## src/rtl/adder_64bit.sv

```systemverilog
// Registered 64-bit ripple-carry adder with carry-out, signed overflow and
// optional Y86 ZF/SF flags (enabled by defining ADD64_FLAGS_EN).
module adder_64bit_fa (
  input  logic a_i,
  input  logic b_i,
  input  logic c_i,
  output logic s_o,
  output logic c_o
);
  logic p;
  assign p   = a_i ^ b_i;
  assign s_o = p ^ c_i;
  assign c_o = (a_i & b_i) | (c_i & p);
endmodule

// Handshake: valid-only, no ready. An operand pair with in_valid=1 at a clk
// rise is always accepted; its result appears with out_valid=1 one cycle later.
module adder_64bit #(
  parameter int WIDTH = 64
) (
  input  logic             clk,
  input  logic             rst,
  input  logic             in_valid,
  input  logic [WIDTH-1:0] a,
  input  logic [WIDTH-1:0] b,
  output logic [WIDTH-1:0] sum,
  output logic             carry_out,
  output logic             overflow,
  output logic             out_valid,
  output logic             zf,
  output logic             sf
);
  logic [WIDTH:0]   c;
  logic [WIDTH-1:0] s;

  assign c[0] = 1'b0;

  for (genvar i = 0; i < WIDTH; i++) begin : g_fa
    adder_64bit_fa u_fa (
      .a_i (a[i]),
      .b_i (b[i]),
      .c_i (c[i]),
      .s_o (s[i]),
      .c_o (c[i+1])
    );
  end

  logic [WIDTH-1:0] sum_q, sum_d;
  logic             carry_q, carry_d;
  logic             ovf_q, ovf_d;
  logic             valid_q, valid_d;

  // Result registers hold when no new operands arrive; only out_valid drops.
  always_comb begin
    sum_d   = sum_q;
    carry_d = carry_q;
    ovf_d   = ovf_q;
    valid_d = in_valid;
    if (in_valid) begin
      sum_d   = s;
      carry_d = c[WIDTH];
      ovf_d   = c[WIDTH] ^ c[WIDTH-1];
    end
  end

  always_ff @(posedge clk or posedge rst) begin
    if (rst) begin
      sum_q   <= '0;
      carry_q <= 1'b0;
      ovf_q   <= 1'b0;
      valid_q <= 1'b0;
    end else begin
      sum_q   <= sum_d;
      carry_q <= carry_d;
      ovf_q   <= ovf_d;
      valid_q <= valid_d;
    end
  end

  assign sum       = sum_q;
  assign carry_out = carry_q;
  assign overflow  = ovf_q;
  assign out_valid = valid_q;

`ifdef ADD64_FLAGS_EN
  logic zf_q, zf_d;
  logic sf_q, sf_d;

  always_comb begin
    zf_d = zf_q;
    sf_d = sf_q;
    if (in_valid) begin
      zf_d = (s == '0);
      sf_d = s[WIDTH-1];
    end
  end

  always_ff @(posedge clk or posedge rst) begin
    if (rst) begin
      zf_q <= 1'b0;
      sf_q <= 1'b0;
    end else begin
      zf_q <= zf_d;
      sf_q <= sf_d;
    end
  end

  assign zf = zf_q;
  assign sf = sf_q;
`else
  assign zf = 1'b0;
  assign sf = 1'b0;
`endif
endmodule

```

## config.mk

```make
export PLATFORM = sky130hd
export DESIGN_NAME = adder_64bit
export DESIGN_NICKNAME = d
export VERILOG_FILES = /design/src/rtl/adder_64bit.sv
export SDC_FILE = /design/constraint.sdc
export NUM_CORES = 1
export LEC_CHECK = 0
export ABC_CLOCK_PERIOD_IN_PS = 2500
export BUFFER_PORTS_ARGS = -buffer_cell sky130_fd_sc_hd__buf_2
export CAP_MARGIN = 40
export CORE_MARGIN = 1.5
export CORE_UTILIZATION = 46
export DETAILED_ROUTE_END_ITERATION = 8
export PLACE_DENSITY_LB_ADDON = 0.12
export SYNTH_ARGS = -nofsm -noshare
export SYNTH_HDL_FRONTEND = slang
export SYNTH_SLANG_ARGS = --single-unit
```

## constraint.sdc

```tcl
create_clock -name clk -period 2.5 [get_ports clk]
set_clock_uncertainty 0.05 [all_clocks]
set_input_delay 0.25 -clock clk [delete_from_list [all_inputs] [get_ports clk]]
set_output_delay 0.25 -clock clk [all_outputs]
set_load 0.05 [all_outputs]
```

==> flow_summary_export.csv <==
group,metric,value,unit
yosys,synth_cells,220,
sta,rsz0062_at_grt,"true",
power_and_ir_drop,power,0.004374,W
floorplan,die_h,94.10,microns
sta,fmax,44.50,MHz
finish,area_growth,43.00,%
global_route,antenna_found_initial,0,
sta,slew_headroom,49.65,%
setup_path,path_class,"in -> reg",
yosys,synthTopCellsByArea,"dfrtp_1, fa_1, mux2_2",
power_and_ir_drop,peakVddDrop,0.3637,mV
finish,diodes,0,
routing,route.detailed.drc,0,
yosys,async_flop_share,100.0,%
floorplan,core_area,8134,sq um
routing,drt_iter0_drc,44,
power_and_ir_drop,clkPwrFrac,17.3,%
power_and_ir_drop,p_switching,0.001915,W
yosys,synth_area_per_cell,17.35,sq um
sta,hold_viol,0,
yosys,synth_edf_count,0,
sta,worst_slew_pin_slew,0.7542,ns
clocking,clk_transition_reported_paths,0.07,ns
hold_path,hp-class,"in -> async",
clocking,cts_inserted_buffers,9,
yosys,synth.largest_area_cell,"dfrtp_1",
place,io_buffers,197,
yosys,netlist_area,3817,sq um
floorplan,die_w,94.10,microns
setup_path,cpMostUsedCell,"fa_2",
yosys,ys_seq_area_share,43.92,%
clocking,root_buffer,"clkbuf_8",
floorplan,io_pins,200,
global_route,grt_overflow,0,
sta,period_share,898.8,%
setup_path,crit_path_max_fanout,2,
yosys,synth.ff_latch_count,67,
yosys,synth_top_area_share,43.92,%
setup_path,cp-end-kind,"flop",
yosys,yosysWarnings,0,
sta,setup_viol,60,
outcome,violations,"setup timing",
power_and_ir_drop,intPower,0.002459,W
finish,regArea,1677,sq um
setup_path,critPathRequiredTime,2.65,ns
finish,multi_input_area,2384,sq um
yosys,synth-main-ff-cell,"dfrtp_1",
sta,tns,-629.32,ns
global_route,grt_max_degree,35,
finish,fin_util,67.11,%
finish,final_nets,619,
yosys,ys_types,13,
clocking,clk_latency,0.32,ns
clocking,cts_hold_buffers,0,
global_route,grt_pass1_vias,2742,
sta,finalCriticalPeriod,22.47,ns
setup_path,crit_arrival,22.62,ns
floorplan,die_area,8854,sq um
power_and_ir_drop,seq_power_share,33.7,%
setup_path,slowest_stage,"fa_2",
finish,fillers,627,
routing,wl_per_cell,15.77,microns
sta,fin_ws,-19.97,ns
power_and_ir_drop,powerDensity,801.2,nW/um^2
place,routabilityCongestion,0.7921,
yosys,yosysMostFrequentCell,"dfrtp_1",
clocking,clockBufferDepth,2,
global_route,grt.total_usage,19.93,%
power_and_ir_drop,leakage,2.611,nW
clocking,cts_max_level,3,
setup_path,cp_slowest_stage_delay,0.36,ns
finish,drive_gt1_share,81.54,%
sta,fin_hold_ws,0.009016,ns
clocking,clock-sinks,67,
routing,drt_first_pass_iters,2,
routing,viasPerCell,4.739,
floorplan,start_util,46.93,%
power_and_ir_drop,switching_share,43.78,%
place,dp_hpwl,6484,microns
job,drv_cap,0,
routing,antenna_left,0,
floorplan,num_rows,33,
routing,routed_wl,8406,microns
power_and_ir_drop,p_comb_share,49.0,%
clocking,cts_tree,"yes",
yosys,yosys-top-cells-count,"dfrtp_1, fa_1, mux2_2",
routing,vias,2526,
sta,finalMaxSlewViolations,0,
global_route,grt_pass1_wl,13240,microns
setup_path,start_kind,"primary input",
place,pre_cts_ws,-20.29,ns
outcome,status,"complete, but fails checks",
-- critical path: cells and delay by family --
kind                       cells  cell delay (ns)
xor gates and xnor gates       1             0.07
buffers and inverters          4             0.27
adders and majority gates     64            21.80
muxes                          1             0.25
-- power by group through the flow --
stage,clock [W],sequential [W],combinational [W]
2_1_floorplan,0,0.00242,0.000481
3_3_place_gp,0,0.00148,0.00198
3_5_place_dp,0,0.00148,0.00201
4_1_cts,0.000791,0.00147,0.00213
5_1_grt,0.000835,0.00151,0.00228
6_report,0.000756,0.00147,0.00214
-- timing repair --
action                                  in CTS  in global routing
endpoints found under the setup margin      60                 60
pin swaps                                    1                  0
setup buffers                                1                  0
resized for setup                           37                 12
-- logic make-up (layout without fill, tap and decap cells) --
logic type / Yosys count / in the layout / synth area share (%)
mux: 63 / 63 / 18.98
xor+xnor: 1 / 1 / 0.2295
compound gates: 3 / 3 / 0.3932
flops: 67 / 67 / 43.92
simple gates: 3 / 3 / 0.2950
fa+ha+maj: 64 / 64 / 33.37
buf+inv: 18 / 225 / 2.720
other cells: 1 / 2 / 0.09823
-- metrics by stage --
step | instances | cell area [sq um]
after floorplan | 221 | 3991
after global placement | 517 | 5102
after detailed placement | 517 | 5102
after global routing | 533 | 5459
final | 533 | 5459
after CTS | 533 | 5414
-- cells in the final DEF, fill, tap and decap left out --
| cell type | count |
|---|---|
| a21oi_2 | 3 |
| buf_12 | 3 |
| buf_2 | 195 |
| buf_4 | 1 |
| buf_6 | 3 |
| clkbuf_1 | 2 |
| clkbuf_8 | 10 |
| clkinv_2 | 3 |
| conb_1 | 2 |
| dfrtp_1 | 67 |
| fa_2 | 63 |
| ha_4 | 1 |
| inv_1 | 4 |
| inv_2 | 4 |
| mux2_2 | 16 |
| mux2_4 | 47 |
| nor2_1 | 3 |
| xnor2_1 | 1 |
-- cell type report --
class,instances,area share [%]
Multi-Input combinational cell,136,43.66
Sequential cell,67,30.71
Timing Repair Buffer,202,19.73
Clock buffer,12,2.659
Tap cell,105,2.407
Inverter,8,0.5501
Clock inverter,3,0.2750
-- registers in the layout, indices dropped and copies added (netlist names) --
name / flops
out_valid: 1
sum: 64
overflow: 1
carry_out: 1
-- per-layer routing --
metal  vias up  share of wire (%)  global-route usage, %
li1       1127                  -                      -
met1      1270                 40                  25.85
met2       119                 50                  32.61
met3        10                8.3                  4.773
met4         0                1.4                  7.338
met5         -                  0                      0
-- final timing paths --
kind / startpoint / endpoint / slack (ns) / cells after the start
setup reg to reg: sum[28]$_DFFE_PP0P_ / sum[28]$_DFFE_PP0P_ / 1.67 / 1
hold reg to reg: sum[2]$_DFFE_PP0P_ / sum[2]$_DFFE_PP0P_ / 0.45 / 1
min in group clk: b[0] / sum[0]$_DFFE_PP0P_ / 0.22 / 3
setup / recovery: a[0] / overflow$_DFFE_PP0P_ / -19.97 / 70
max in group asynchronous: rst / sum[16]$_DFFE_PP0P_ / 1.75 / 3
hold / removal: rst / sum[36]$_DFFE_PP0P_ / 0.009 / 2
(Power assumes the default switching activity.)
